### src/rtl/alu_bist_pkg.sv
// rtl/alu_bist_pkg.sv - shared types and constants for the ALU BIST controller
package alu_bist_pkg;

  typedef enum logic [1:0] {
    IDLE  = 2'd0,
    RUN   = 2'd1,
    DRAIN = 2'd2,
    DONE  = 2'd3
  } bist_state_e;

  // x^32 + x^22 + x^2 + x + 1, shared by the operand LFSRs and the MISR
  localparam logic [31:0] LFSR_MASK      = 32'h80200003;
  localparam logic [31:0] DEFAULT_SEED_A = 32'h0000_0001;
  localparam logic [31:0] DEFAULT_SEED_B = 32'h0000_ACE1;
  localparam logic [31:0] DEFAULT_SEED_C = 32'h0000_0005;

endpackage

### src/rtl/lfsr_galois.sv
// rtl/lfsr_galois.sv - right-shifting Galois LFSR with seed load and step enable
module lfsr_galois
  import alu_bist_pkg::*;
#(
  parameter int               WIDTH = 32,
  parameter logic [WIDTH-1:0] MASK  = LFSR_MASK[WIDTH-1:0],
  parameter logic [WIDTH-1:0] SEED  = {{(WIDTH-1){1'b0}}, 1'b1}
) (
  input  logic             clk,
  input  logic             reset,
  input  logic             load,
  input  logic             en,
  output logic [WIDTH-1:0] q
);

  logic [WIDTH-1:0] state_q, state_d;

  // load wins over en so a restart always begins from the seed
  always_comb begin
    state_d = state_q;
    if (load) begin
      state_d = SEED;
    end else if (en) begin
      state_d = (state_q >> 1) ^ (state_q[0] ? MASK : '0);
    end
  end

  always_ff @(posedge clk) begin
    if (!reset) begin
      state_q <= SEED;
    end else begin
      state_q <= state_d;
    end
  end

  assign q = state_q;

endmodule

### src/rtl/alu_bist_ctrl.sv
// rtl/alu_bist_ctrl.sv - BIST controller: LFSR vector generation, latency alignment, MISR compare
module alu_bist_ctrl
  import alu_bist_pkg::*;
#(
  parameter int          N           = 32,
  parameter int          CTRL_W      = 4,
  parameter int          NUM_OPS     = 10,
  parameter int          NUM_VECTORS = 256,
  parameter int          LATENCY     = 2,
  parameter logic [31:0] SEED_A      = DEFAULT_SEED_A,
  parameter logic [31:0] SEED_B      = DEFAULT_SEED_B,
  parameter logic [31:0] SEED_C      = DEFAULT_SEED_C
) (
  input  logic              clk,
  input  logic              reset,
  input  logic              start,
  output logic [N-1:0]      a_o,
  output logic [N-1:0]      b_o,
  output logic [CTRL_W-1:0] alu_ctrl_o,
  input  logic [N-1:0]      y_i,
  input  logic [N-1:0]      expected_sig,
  output logic              busy,
  output logic              done,
  output logic              pass,
  output logic [N-1:0]      signature,
  output logic [15:0]       vec_count
);

  localparam logic [CTRL_W-1:0] NUM_OPS_C = CTRL_W'(NUM_OPS);
  localparam logic [15:0]       LAST_VEC  = 16'(NUM_VECTORS - 1);

  bist_state_e       state_q, state_d;
  logic [N-1:0]      a_q, a_d, b_q, b_d, sig_q, sig_d;
  logic [CTRL_W-1:0] ctrl_q, ctrl_d;
  logic [15:0]       vc_q, vc_d;
  logic [LATENCY:0]  vld_q, vld_d;
  logic              pass_q, pass_d;

  logic [31:0]       lfsr_a_q, lfsr_b_q, lfsr_c_q;
  logic              lfsr_load, issue;
  logic [CTRL_W-1:0] ctrl_raw, ctrl_mod;
  logic [N-1:0]      misr_step;
  logic              tag_out, last_tag;
  logic              unused_lfsr_bits;

  assign lfsr_load = start && ((state_q == IDLE) || (state_q == DONE));
  assign issue     = (state_q == RUN);

  lfsr_galois #(.WIDTH(32), .MASK(LFSR_MASK), .SEED(SEED_A)) u_lfsr_a (
    .clk(clk), .reset(reset), .load(lfsr_load), .en(issue), .q(lfsr_a_q)
  );
  lfsr_galois #(.WIDTH(32), .MASK(LFSR_MASK), .SEED(SEED_B)) u_lfsr_b (
    .clk(clk), .reset(reset), .load(lfsr_load), .en(issue), .q(lfsr_b_q)
  );
  lfsr_galois #(.WIDTH(32), .MASK(LFSR_MASK), .SEED(SEED_C)) u_lfsr_c (
    .clk(clk), .reset(reset), .load(lfsr_load), .en(issue), .q(lfsr_c_q)
  );

  assign unused_lfsr_bits = ^{lfsr_a_q, lfsr_b_q, lfsr_c_q};

  // one conditional subtract folds the raw code into 0..NUM_OPS-1
  assign ctrl_raw = lfsr_c_q[CTRL_W-1:0];
  assign ctrl_mod = (ctrl_raw >= NUM_OPS_C) ? (ctrl_raw - NUM_OPS_C) : ctrl_raw;

  assign misr_step = {sig_q[N-2:0], 1'b0} ^ (sig_q[N-1] ? LFSR_MASK[N-1:0] : '0) ^ y_i;

  // the tag in the top slot marks the edge at which y_i carries that vector's result
  assign tag_out  = vld_q[LATENCY];
  assign last_tag = tag_out && (vld_q[LATENCY-1:0] == '0);

  always_comb begin
    state_d = state_q;
    a_d     = a_q;
    b_d     = b_q;
    ctrl_d  = ctrl_q;
    sig_d   = sig_q;
    vc_d    = vc_q;
    pass_d  = pass_q;
    vld_d   = {vld_q[LATENCY-1:0], issue};
    case (state_q)
      IDLE, DONE: begin
        if (start) begin
          state_d = RUN;
          sig_d   = '0;
          vc_d    = '0;
          vld_d   = '0;
          pass_d  = 1'b0;
        end
      end
      RUN: begin
        a_d    = lfsr_a_q[N-1:0];
        b_d    = lfsr_b_q[N-1:0];
        ctrl_d = ctrl_mod;
        vc_d   = vc_q + 16'd1;
        if (tag_out) begin
          sig_d = misr_step;
        end
        if (vc_q == LAST_VEC) begin
          state_d = DRAIN;
        end
      end
      DRAIN: begin
        if (tag_out) begin
          sig_d = misr_step;
        end
        // compare against the signature being written on this same edge
        if (last_tag) begin
          state_d = DONE;
          pass_d  = (misr_step == expected_sig);
        end
      end
      default: state_d = IDLE;
    endcase
  end

  always_ff @(posedge clk) begin
    if (!reset) begin
      state_q <= IDLE;
      a_q     <= '0;
      b_q     <= '0;
      ctrl_q  <= '0;
      sig_q   <= '0;
      vc_q    <= '0;
      vld_q   <= '0;
      pass_q  <= 1'b0;
    end else begin
      state_q <= state_d;
      a_q     <= a_d;
      b_q     <= b_d;
      ctrl_q  <= ctrl_d;
      sig_q   <= sig_d;
      vc_q    <= vc_d;
      vld_q   <= vld_d;
      pass_q  <= pass_d;
    end
  end

  assign a_o        = a_q;
  assign b_o        = b_q;
  assign alu_ctrl_o = ctrl_q;
  assign signature  = sig_q;
  assign vec_count  = vc_q;
  assign busy       = (state_q == RUN) || (state_q == DRAIN);
  assign done       = (state_q == DONE);
  assign pass       = pass_q;

endmodule

### config.mk
export PLATFORM = sky130hd
export DESIGN_NAME = alu_bist_ctrl
export DESIGN_NICKNAME = d
export VERILOG_FILES = /design/src/rtl/alu_bist_pkg.sv /design/src/rtl/lfsr_galois.sv /design/src/rtl/alu_bist_ctrl.sv
export SDC_FILE = /design/constraint.sdc
export NUM_CORES = 1
export LEC_CHECK = 0
export BUFFER_PORTS_ARGS = -buffer_cell sky130_fd_sc_hd__buf_2
export CORE_ASPECT_RATIO = 1.75
export CORE_MARGIN = 2
export CORE_UTILIZATION = 34
export DETAILED_ROUTE_END_ITERATION = 8
export GPL_ROUTABILITY_DRIVEN = 0
export PLACE_DENSITY = 0.56
export SETUP_SLACK_MARGIN = 0.05
export SLEW_MARGIN = 5
export SYNTH_ARGS = -nofsm -noshare
export SYNTH_HDL_FRONTEND = slang
export SYNTH_SLANG_ARGS = --single-unit
### constraint.sdc
create_clock -name clk -period 5.75 [get_ports clk]
set_input_delay 1.4375 -clock clk [delete_from_list [all_inputs] [get_ports clk]]
set_output_delay 1.4375 -clock clk [all_outputs]
set_load 0.05 [all_outputs]
### Yosys cells after proc, flatten, opt, wreduce, memory -nomap -nowiden

Index checks and enable logic that the tools add are counted.

| operators by class | value |
|---|---|
| add/subtract/negate cells | 2 |
| reductions and logical operators | 15 |
| bitwise operators | 6 |
| magnitude comparators | 1 |
| equal/unequal tests | 9 |
| multiplexer cells | 19 |

Operator list:

| cell | count |
|---|---|
| 32-bit 2-to-1 mux | 6 |
| 31-bit by 32-bit bitwise XOR with 32-bit output | 3 |
| 32-bit one-hot mux with 2 select lines | 1 |
| 32-bit bitwise XOR | 2 |
| 32-bit equality test | 1 |
| 16-bit one-hot mux with 2 select lines | 1 |
| 16-bit by 1-bit adder with 16-bit output (second input constant) | 1 |
| 16-bit by 8-bit equality test with 1-bit output (second input constant) | 1 |
| 16-bit 2-to-1 mux | 1 |
| 2-bit 2-to-1 mux | 3 |
| 3-bit 2-to-1 mux | 2 |
| 2-bit one-hot mux with 3 select lines | 1 |
| 3-bit AND reduction | 2 |
| 2-bit OR reduction | 3 |
| 2-bit equality test (second input constant) | 2 |
| 4-bit >= comparator (second input constant) | 1 |
| 2-bit zero test | 2 |
| 4-bit 2-to-1 mux | 1 |
| 2-bit by 1-bit inequality test with 1-bit output (second input constant) | 2 |
| 2-bit inequality test (second input constant) | 2 |
| 2-bit AND reduction | 2 |
| 2-bit nonzero test | 2 |
| 4-bit subtractor (second input constant) | 1 |
| 2-bit by 1-bit equality test with 1-bit output (second input constant) | 1 |
| 5 further kinds | 8 |

| word-level totals | value |
|---|---|
| bits of input ports | 67 |
| output and inout bits | 119 |
| word-level logic and storage cells | 63 |
| bits in registers | 218 |

### Longest topological paths before layout

| depth | value |
|---|---|
| word-level depth | 6 |
| mapped depth | 9 |
| gate-level depth less buffers | 7 |

### Cells and area by module

From an unflattened synthesis, not the netlist that was laid out.

| unflattened totals | value |
|---|---|
| cell total of the unflattened synthesis | 857 |
| area total of the unflattened synthesis | 9052.4 um^2 |

By module, submodules not included:

| module | area each (um^2) | seq. area each (um^2) | cells each | instances |
|---|---|---|---|---|
| alu_bist_ctrl | 5422.7 | 2442.3 | 534 | 1 |
| lfsr_galois at u_lfsr_a ... | 1202.4 | 640.6 | 107 | 2 |
| lfsr_galois at u_lfsr_b | 1224.9 | 640.6 | 109 | 1 |

### Worst setup path after synthesis

OpenSTA, ideal clock, no wires.

| timing | value |
|---|---|
| kind | flip-flop to output port |
| from | register state_q[0] |
| to | output port busy |
| buffers on the path | 1 |
| stages on the path, launching flop included | 5 |
| arrival time | 1.185 ns |
| setup slack | 3.127 ns |
| cells stage by stage | dfxtp_1 inv_1 ha_1 buf_4 inv_1 |

| on the way | value |
|---|---|
| longest elaborated chain between the ends | 2 |
| elaborated cells between the ends (all ways) | 3 |
| classes of those cells | eq/ne: 2; reduce/logical: 1 |

Ends and longest elaborated chain:

| item | line | source |
|---|---|---|
| start: declaration | alu_bist_ctrl.sv:32 | `bist_state_e state_q, state_d;` |
| start signal: assignment | alu_bist_ctrl.sv:127 | `state_q <= state_d;` |
| 2-bit by 1-bit equality test with 1-bit output / 2-bit equality test (equally long branches) | alu_bist_ctrl.sv:143 | `assign busy = (state_q == RUN) \|\| (state_q == DRAIN);` |
| 1-bit logical OR (*) | alu_bist_ctrl.sv:143 |  |
| end: declaration | alu_bist_ctrl.sv:22 | `output logic busy,` |

Every way passes the cells marked *; elsewhere a longest branch is shown, timed or not.

### Worst setup path in the final report

Ends and elaborated chain as after synthesis.

==> metrics.cfg <==
[status]
status=finished, final reports clean

[synth]
synth_edf_count=0
yosysTopAreaCellShare_pct=50.2
synthCells=925
syn-num-nets=999
avgSynthCellArea_um2=9.41
yosys-top-cells-area=dfxtp_1 50%, nand2b_1 8.8%, a21oi_1 7.0%
synth-seq-cells=218
synthArstFlopShare_pct=0
synth.distinct_cells=41
synth_top_area_cell=dfxtp_1
seq_area_frac_synth_pct=50.2
ys.flop_type=dfxtp_1
synthesis.area_um2=8700
yosysWarnings=0

[floorplan]
die_h_um=216
placeableCoreArea_um2=25200
dieArea_um2=26900
num_rows=77
die_x_um=125
initial_core_util_pct=34.5
ios=186

[power]
p_leak_nw=4.36
p_per_area_nw_per_um2=399
peakVddDrop_v=0.000222

[setup_path]
startpoint_type=register
timing.rr.end=state_q[1]$_SDFFE_PN0P_
crit_start=state_q[0]$_SDFFE_PN0P_
crit_chain=inv_1, ha_1, inv_1, buf_2
rr_worst_depth=5
cp_slowest_cell=ha_1
reg2reg_from=state_q[0]$_SDFFE_PN0P_
cp_max_fo=10
cp_slowest_stage_delay_ns=0.57
crit_top_cell=inv_1
crit_required_ns=4.31
worstSetupPathType=register to output port
arrival_ns=1.94
end_kind=output port
r2r_slack_ns=3.07

[drt]
routed_wl_mm=20.5
viasPerCell=4.74
drc=0
drtIter0Drc=314
vias=6681
routedWlPerCell_um=14.6
first_pass_iters=4
antenna_left=0

[global_routing]
grt_max_degree=88
grt_usage_pct=14.8
grt-ovfl-total=0
grt_pass1_wl_mm=33.4
grt_pass1_vias=6578
grt_antenna_before_repair=0

[clock_tree]
cts_hold_buf=0
clkTransAtPathRegs_ns=0.06
cts_tree=yes
cts_resized=0
worstSkewPairLatency_ns=0.50
clockRootBuffer=clkbuf_16
htreeDepth=1
cts_num_sinks=218
cts.path.max_buffers=3
post-cts-setup-buffers=0
cts_made_buffers=22

[worst_hold_path]
hp-class=register to register
hold_path_depth=2
holdPathEnd=a_o[13]$_SDFFE_PN0P_
hold_path.startpoint=a_o[13]$_SDFFE_PN0P_

[cells_and_area]
fin_util_pct=41.8
n_fill_cell=2552
synthToLayoutAreaGrowth_pct=21.2
n_antenna_cell=0
drive_gt1_share_pct=21.3
nets=1155

[timing]
max_freq_mhz=296
worst_pin_slew_ns=0.979
setup_viol_count_final=0
post-route-min-period_ns=3.38
fin_skew_ns=0.0146
rsz0062_at_grt=false
setup_tns_ns=0
timing.slew.headroom_pct=34.7
fin_crit_sh_pct=58.8
maxSlewViolCount=0
timing_hold_violations_final=0

[place]
numPortBuffers=185
hpwl_mm=13.8

[run]
cap_viol_max_count=0

-- report_power, final --
part | switching, mW | total [mW] | internal, mW
clock network | 0.570 | 1.39 | 0.824
registers | 0.0688 | 1.68 | 1.62
logic | 0.739 | 1.13 | 0.389
-- cells in the final DEF, fill, tap and decap left out, types with 2 or more instances in the layout --
master	count
a211oi_1	7
a21oi_1	119
a21oi_2	2
a22oi_1	31
and2_1	3
and3_1	4
buf_2	185
buf_4	5
clkbuf_1	5
clkbuf_16	23
clkbuf_8	4
clkinv_2	5
dfxtp_1	218
ha_1	6
inv_1	8
mux2i_1	31
nand2_1	77
nand2b_1	123
nand3_1	11
nand3b_1	2
nand4_1	10
nor2_1	88
nor3_1	6
nor3b_1	3
nor4_1	7
o211ai_1	2
o21a_1	2
o21ai_0	3
xnor2_1	21
xnor3_1	11
xor2_1	56
-- worst max-delay path, delay by kind of cell (launching register included) --
kind | cells | cell delay (ns)
adders and majority gates | 1 | 0.57
buffers and inverters | 3 | 0.41
DFF | 1 | 0.45
-- cells by family (layout without fill, tap and decap cells) --
| kind of cell | after synthesis | count (layout) | share of synthesized area (%) |
|---|---|---|---|
| muxes | 32 | 32 | 3.82 |
| AOI/OAI and AO/OA | 173 | 173 | 11.5 |
| buffers and inverters | 67 | 236 | 3.16 |
| and+or+nand+nor | 340 | 340 | 19.8 |
| xor gates and xnor gates | 88 | 88 | 10.6 |
| DFF | 218 | 218 | 50.2 |
| adders and majority gates | 7 | 7 | 1.01 |
-- metrics by stage --
stage / total power [mW] / worst slack [ns] / cell area (um2) / hold WS, ns / std cells
after floorplan: 2.62 / 3.13 / 8700 / 0.447 / 925
after detailed placement: 2.86 / 2.21 / 9850 / 0.457 / 1373
after CTS: 4.29 / 2.32 / 10600 / 0.468 / 1410
after global placement: 2.86 / 2.29 / 9850 / 0.453 / 1373
final: 4.21 / 2.37 / 10600 / 0.466 / 1410
after global routing: 4.45 / 2.20 / 10600 / 0.483 / 1410
-- routing by layer --
metal,up-vias,global-route usage (%),wire length [um]
met5,-,0,0
met4,0,3.85,337
met3,22,3.17,1180
met2,153,27.7,10500
met1,3099,16.9,8540
li1,3407,-,-
-- cells in the mapped netlist, types with 9 or more instances --
cell type and n:
dfxtp_1 218, nand2b_1 123, a21oi_1 121, nor2_1 88
nand2_1 78, xor2_1 56, clkbuf_1 34, a22oi_1 31
mux2i_1 31, xnor2_1 21, buf_2 16, nand3_1 11
xnor3_1 11, nand4_1 10, inv_1 9
-- area by class of cell --
type	count	area [um2]	area share (%)
timing repair buffer	190	963	9.13
clock inverter	5	50.0	0.474
clock buffer	32	649	6.16
sequential	218	4360	41.4
inverter	9	35.0	0.332
multi-input combinational	640	4090	38.8
tap	316	395	3.75
-- how the worst max path moves through the flow --
stage	endpoint	slack, ns	depth (start not counted)
finish	busy	2.37	4
global route	busy	2.20	4
CTS	busy	2.32	4
detailed placement	vec_count[13]$_SDFFE_PN0P_	2.21	5
global placement	vec_count[13]$_SDFFE_PN0P_	2.29	5
floorplan	busy	3.13	4
-- state kept, by name (all words and copies together), names as in the netlist, 2 cells and up --
signal / flops
signature: 32
u_lfsr_a.q: 32
u_lfsr_c.q: 32
vec_count: 16
u_lfsr_b.q: 32
vld_q: 3
b_o: 32
a_o: 32
state_q: 2
alu_ctrl_o: 4
(Power assumes the default switching activity.)
